## src/rtl/gate_tt_sweeper_if.sv

```systemverilog
// gate_tt_sweeper_if: control/status bundle for the gate truth-table sweeper.
//   start            - one-cycle sweep request (master -> slave)
//   busy             - sweep in progress
//   done             - one-cycle pulse at sweep end
//   pass             - last sweep finished with no mismatches
//   fail_cnt         - mismatch count of the current/last sweep (N_IN+1 bits)
//   first_fail_vec   - input vector of the first mismatch
//   first_fail_valid - first_fail_vec is meaningful
// Modports: master = requester (testbench / self-check controller), slave = sweeper.
interface gate_tt_sweeper_if #(
    parameter int unsigned N_IN = 2
);
    logic            start;
    logic            busy;
    logic            done;
    logic            pass;
    logic [N_IN:0]   fail_cnt;
    logic [N_IN-1:0] first_fail_vec;
    logic            first_fail_valid;

    modport master (
        output start,
        input  busy, done, pass, fail_cnt, first_fail_vec, first_fail_valid
    );

    modport slave (
        input  start,
        output busy, done, pass, fail_cnt, first_fail_vec, first_fail_valid
    );
endinterface

```

## src/rtl/gate_tt_sweeper.sv

```systemverilog
// gate_tt_sweeper: walks every input vector of an N_IN-input single-output gate in
// ascending order, waits SETTLE cycles, compares the gate output against TT and
// counts mismatches.
//   clk     - rising-edge clock
//   reset   - asynchronous active-high reset
//   ctrl    - gate_tt_sweeper_if.slave (start/busy/done/pass/fail_cnt/first_fail_*)
//   dut_in  - vector driven to the gate under test, bit 0 = input a
//   dut_out - gate output
// Optional build macro GATE_TT_SWEEPER_STOP_ON_FAIL_EN: the first mismatch ends the
// sweep immediately; otherwise every vector is swept and all mismatches counted.
module gate_tt_sweeper #(
    parameter int unsigned         N_IN   = 2,
    parameter int unsigned         SETTLE = 4,
    parameter logic [2**N_IN-1:0]  TT     = (2**N_IN)'(4'b1110)
) (
    input  logic              clk,
    input  logic              reset,
    gate_tt_sweeper_if.slave  ctrl,
    output logic [N_IN-1:0]   dut_in,
    input  logic              dut_out
);

    localparam int unsigned     NVec      = 2**N_IN;
    localparam logic [N_IN-1:0] LastVec   = '1;
    localparam logic [N_IN:0]   FailMax   = (N_IN+1)'(NVec);
    localparam logic [7:0]      SettleCyc = 8'(SETTLE);

    typedef enum logic [2:0] {StIdle, StDrive, StSettle, StCheck, StDone} state_e;

    state_e          state_q;
    logic [N_IN-1:0] vec_q;
    logic [7:0]      settle_q;

    logic            mismatch;
    logic [N_IN:0]   fail_inc;
    logic            last_step;

    // X/Z on the gate output counts as a mismatch in simulation.
    assign mismatch = (dut_out !== TT[vec_q]);
    assign fail_inc = (ctrl.fail_cnt == FailMax) ? ctrl.fail_cnt
                                                 : ctrl.fail_cnt + (N_IN+1)'(1);
`ifdef GATE_TT_SWEEPER_STOP_ON_FAIL_EN
    assign last_step = mismatch || (vec_q == LastVec);
`else
    assign last_step = (vec_q == LastVec);
`endif

    always_ff @(posedge clk or posedge reset) begin
        if (reset) begin
            state_q               <= StIdle;
            vec_q                 <= '0;
            settle_q              <= '0;
            dut_in                <= '0;
            ctrl.busy             <= 1'b0;
            ctrl.done             <= 1'b0;
            ctrl.pass             <= 1'b0;
            ctrl.fail_cnt         <= '0;
            ctrl.first_fail_vec   <= '0;
            ctrl.first_fail_valid <= 1'b0;
        end else begin
            case (state_q)
                StIdle: begin
                    // Results of the previous sweep stay visible until a new start.
                    if (ctrl.start) begin
                        ctrl.fail_cnt         <= '0;
                        ctrl.pass             <= 1'b0;
                        ctrl.first_fail_valid <= 1'b0;
                        ctrl.first_fail_vec   <= '0;
                        vec_q                 <= '0;
                        ctrl.busy             <= 1'b1;
                        state_q               <= StDrive;
                    end
                end
                StDrive: begin
                    dut_in   <= vec_q;
                    settle_q <= SettleCyc;
                    state_q  <= (SETTLE == 0) ? StCheck : StSettle;
                end
                StSettle: begin
                    settle_q <= settle_q - 8'd1;
                    if (settle_q == 8'd1) begin
                        state_q <= StCheck;
                    end
                end
                StCheck: begin
                    if (mismatch) begin
                        ctrl.fail_cnt <= fail_inc;
                        if (!ctrl.first_fail_valid) begin
                            ctrl.first_fail_vec   <= vec_q;
                            ctrl.first_fail_valid <= 1'b1;
                        end
                    end
                    if (last_step) begin
                        ctrl.done <= 1'b1;
                        state_q   <= StDone;
                    end else begin
                        vec_q   <= vec_q + N_IN'(1);
                        state_q <= StDrive;
                    end
                end
                StDone: begin
                    // fail_cnt already includes any mismatch from the final CHECK.
                    ctrl.done <= 1'b0;
                    ctrl.pass <= (ctrl.fail_cnt == '0);
                    ctrl.busy <= 1'b0;
                    state_q   <= StIdle;
                end
                default: state_q <= StIdle;
            endcase
        end
    end

endmodule

```

## src/flat_wrapper.sv

```systemverilog
// flat-port wrapper written by rule: the top's interface ports become plain ports
module gate_tt_sweeper_flat 
#(
    parameter int unsigned         N_IN   = 2,
    parameter int unsigned         SETTLE = 4,
    parameter logic [2**N_IN-1:0]  TT     = (2**N_IN)'(4'b1110)
)
  (clk, reset, dut_in, dut_out, ctrl_start, ctrl_busy, ctrl_done, ctrl_pass, ctrl_fail_cnt, ctrl_first_fail_vec, ctrl_first_fail_valid);
  gate_tt_sweeper_if #(.N_IN(N_IN)) ctrl_i ();
  input  logic clk;
  input  logic reset;
  output logic [N_IN-1:0] dut_in;
  input  logic dut_out;
  input wire logic [$bits(ctrl_i.start)-1:0] ctrl_start;
  output wire logic [$bits(ctrl_i.busy)-1:0] ctrl_busy;
  output wire logic [$bits(ctrl_i.done)-1:0] ctrl_done;
  output wire logic [$bits(ctrl_i.pass)-1:0] ctrl_pass;
  output wire logic [$bits(ctrl_i.fail_cnt)-1:0] ctrl_fail_cnt;
  output wire logic [$bits(ctrl_i.first_fail_vec)-1:0] ctrl_first_fail_vec;
  output wire logic [$bits(ctrl_i.first_fail_valid)-1:0] ctrl_first_fail_valid;
  assign ctrl_i.start = ctrl_start;
  assign ctrl_busy = ctrl_i.busy;
  assign ctrl_done = ctrl_i.done;
  assign ctrl_pass = ctrl_i.pass;
  assign ctrl_fail_cnt = ctrl_i.fail_cnt;
  assign ctrl_first_fail_vec = ctrl_i.first_fail_vec;
  assign ctrl_first_fail_valid = ctrl_i.first_fail_valid;
  gate_tt_sweeper #(.N_IN(N_IN), .SETTLE(SETTLE), .TT(TT)) u_core (.clk(clk), .reset(reset), .ctrl(ctrl_i), .dut_in(dut_in), .dut_out(dut_out));
endmodule
```

## config.mk

```make
export PLATFORM = sky130hd
export DESIGN_NAME = gate_tt_sweeper_flat
export DESIGN_NICKNAME = d
export VERILOG_FILES = /design/src/rtl/gate_tt_sweeper_if.sv /design/src/rtl/gate_tt_sweeper.sv /design/src/flat_wrapper.sv
export SDC_FILE = /design/constraint.sdc
export NUM_CORES = 1
export LEC_CHECK = 0
export ABC_AREA = 1
export CELL_PAD_IN_SITES_DETAIL_PLACEMENT = 1
export CELL_PAD_IN_SITES_GLOBAL_PLACEMENT = 1
export CORE_ASPECT_RATIO = 1.2
export CORE_MARGIN = 5
export CORE_UTILIZATION = 40
export DETAILED_ROUTE_END_ITERATION = 10
export HOLD_SLACK_MARGIN = 0.15
export PLACE_DENSITY_LB_ADDON = 0.3
export REMOVE_ABC_BUFFERS = 1
export SLEW_MARGIN = 20
export SYNTH_ARGS = -nofsm -noshare
export SYNTH_HDL_FRONTEND = slang
export SYNTH_SLANG_ARGS = --single-unit
```

## constraint.sdc

```tcl
create_clock -name clk -period 1.6 [get_ports clk]
set_input_delay 0.48 -clock clk [delete_from_list [all_inputs] [get_ports clk]]
set_output_delay 0.48 -clock clk [all_outputs]
set_load 0.1 [all_outputs]
```

==> summary.txt <==
Power and ir drop
  – PD cells: 2130 mW/mm^2
  – Power share of the clock group: 7.4%
  – Share of power burned in registers: a little under a third
  – Int Pwr: about 0.0017 W
  – Combinational share of power: between 60 and 70%
  – Pleak: about 0.85 nW
  – NetSw: 0.00183 W
  – Sw frac: 52.5%
  – Maximum resistive drop on vdd: about 0.0014 V

Placement
  – Port bufs: 14
  – Post-place setup slack: -0.101 ns
  – Placed Cells: 214
  – Placed cell areas: between 0.0015 and 0.002 sq mm
  – Dpl hpwl: around 2300 um
  – Final GP Congestion: 0.844

Layout
  – Most frequent cells in the layout: nand2_1 (53), dfrtp_1 (24), inv_1 (23)
  – Fin cells: 217
  – Design area: 0.00163 sq mm
  – Layout Nets: 193
  – Area Growth Syn to Fin: 26.4%
  – Antenna Cells: 0
  – Most common cell after layout, fill and taps aside: nand2_1
  – Fraction of layout cells with a size suffix above 1: 14.4%

CTS
  – Worst skew pair latency: 0.31 ns
  – Clock Path Buffers: 2
  – Setup Buffers After CTS: 0
  – Htree depth: 1
  – CTS Hold Bufs: 0
  – Clock transition at the registers of the reported paths: 0.13 ns
  – CTS sink count: 24
  – TritonCTS clock tree: done
  – Cts repair resizes: 0
  – Number of buffers created by CTS: 3
  – Root buf cell: clkbuf_4

Floorplanning
  – Num ports: 15
  – Die height: 72.2 um
  – Die Wd: 61.9 um
  – Starting density of the core: a little over two fifths
  – Die area: 0.00447 sq mm
  – Cell Rows: 22
  – Core area: 0.00308 sq mm

Global route
  – Largest net degree at the start of global routing: 25
  – Grt total ovfl: 0
  – First-pass GRT wire length: 5130 um
  – Antenna violations before repair: 0
  – GRT Total Usage: 14.8%
  – Vias in the first global route: ~1.2k

Synthesis
  – Synth Flop Type: dfrtp_1
  – Seq cells post-synth: 24
  – Yosys warning count: 0
  – Cell count after synthesis: 161
  – Synth Cell Area: 0.00129 sq mm
  – Mean Syn Cell Area: about 8 sq um
  – Post-synth EDFFs: 0
  – Register area share after synthesis: 46.5%
  – Synth async-reset ratio: 100%
  – Synth top area share: between 40% and 50%
  – Synth area leaders: dfrtp_1 (47%), nand2_1 (15%), inv_1 (6.7%)
  – Largest area contributor in the netlist: dfrtp_1
  – Synth cell types: 21

Critical path
  – CP required: about 1.1 ns
  – Cell family with most CP delay: flip-flops
  – Crit end category: output port
  – Crit-path max cell delay: around 0.5 ns
  – Worst Setup Path Type: reg -> out
  – Cells along the critical path: buf_12
  – Crit-path max FO: 5
  – Worst Setup Start Kind: flip-flop
  – Crit path max-delay cell type: dfrtp_1
  – CP bufs+invs: 1
  – Worst R2R Start: u_core.vec_q[0]$_DFFE_PP0P_
  – CP startpoint: u_core.ctrl.fail_cnt[2]$_DFFE_PP0P_
  – Critical path data arrival time: 1.03 ns

Route
  – Antenna Nets Post-Route: 0
  – Iter 0 DRT Violations: 26
  – Met3 WL: roughly 67 um
  – TritonRoute pass-1 iters: 4
  – DRT met1 WL: 1150 um
  – Vias per cell: 5.02
  – Post-detailed-route DRC marker count: 0
  – Max layer used: met4
  – Routed via count: 1,090
  – Met2 routed WL: between 1500 and 2000 um
  – Final wirelength: 2840 um
  – WL per Instance: 13.1 um

Timing
  – Min Tclk post-route: roughly 1.5 ns
  – Period utilisation layout: 94.2%
  – Maximum clock rate: 664 MHz
  – Slew @ Worst Pin: 0.308 ns
  – Final max-slew violation count: 0
  – Setup violators final: 0
  – Slew margin rel.: 79.5%
  – Setup ws final: just over 0.09 ns
  – Unrepaired setup endpoints after global routing: false
  – Clock Skew: about 0.016 ns
  – Final hold violations: 0

Flow run
  – Maxcap violations: 0

Worst hold path
  – Worst Hold Class: reg -> reg
  – Hold Startpoint: u_core.settle_q[6]$_DFFE_PP0P_

Status
  – Status: complete, no violations
## per-layer routing
layer	global-route usage [%]	vias to the layer above
li1	-	551
met1	15.6	524
met2	29.2	10
met3	1.60	5
met4	4.25	0
met5	0	-
## per-stage QoR
stage	power, W	util (%)	hold WS [ns]	setup TNS, ns
global route	0.00376	52.9	0.520	0
CTS	0.00354	52.9	0.499	0
global placement	0.00318	52.2	0.466	-0.0270
finish	0.00348	52.9	0.492	0
floorplan	0.00251	-	0.445	-0.597
detailed placement	0.00327	52.2	0.478	-0.349
## registers in the layout, summed over array words and instances, names as in the netlist
name	flops
u_core.ctrl.done	1
u_core.settle_q	8
u_core.ctrl.first_fail_vec	2
u_core.ctrl.busy	1
u_core.ctrl.pass	1
u_core.ctrl.first_fail_valid	1
u_core.vec_q	2
u_core.ctrl.fail_cnt	3
u_core.state_q	3
u_core.dut_in	2
## cell type report
| cell class | instances | area, sq um |
|---|---|---|
| clock buffers | 3 | 22.5 |
| flip-flops and latches | 24 | 601 |
| inverters | 24 | 90.1 |
| well taps | 36 | 45.0 |
| multi-input cells | 113 | 601 |
| repair buffers | 17 | 273 |
| fillers | 370 | 1450 |
## Yosys cell counts, types with 2 or more instances
| master | instances |
|---|---|
| dfrtp_1 | 24 |
| ha_1 | 6 |
| inv_1 | 23 |
| nand2_1 | 53 |
| nand3_1 | 12 |
| nand3_4 | 2 |
| nand4_1 | 4 |
| nor2_1 | 14 |
| o21ai_0 | 11 |
## path summary, 6_finish.rpt
check	endpoint	slack (ns)	cells past startpoint
worst max-delay path	ctrl_fail_cnt[2]	0.09	1
worst min-delay path	u_core.settle_q[6]$_DFFE_PP0P_	0.49	1
worst max register to register	u_core.ctrl.first_fail_valid$_DFFE_PP0P_	0.19	6
worst min register to register	u_core.settle_q[6]$_DFFE_PP0P_	0.49	1
max in group asynchronous	u_core.ctrl.first_fail_valid$_DFFE_PP0P_	0.83	3
min in group asynchronous	u_core.ctrl.fail_cnt[0]$_DFFE_PP0P_	0.52	3
## power groups by stage
stage / logic, W / clock network (W) / registers, W
finish: 0.00215 / 0.000258 / 0.00108
global route: 0.00235 / 0.000302 / 0.00111
CTS: 0.00218 / 0.000280 / 0.00108
detailed placement: 0.00218 / 0 / 0.00109
global placement: 0.00211 / 0 / 0.00107
floorplan: 0.000852 / 0 / 0.00166
## logic make-up after synthesis
group | count (synthesis) | synth area share, %
flops | 24 | 46.5
xor+xnor | 1 | 0.678
compound gates | 15 | 6.49
simple gates | 91 | 33.5
fa+ha+maj | 6 | 5.81
buf+inv | 24 | 6.98
Power figures use the tool's default switching activity.
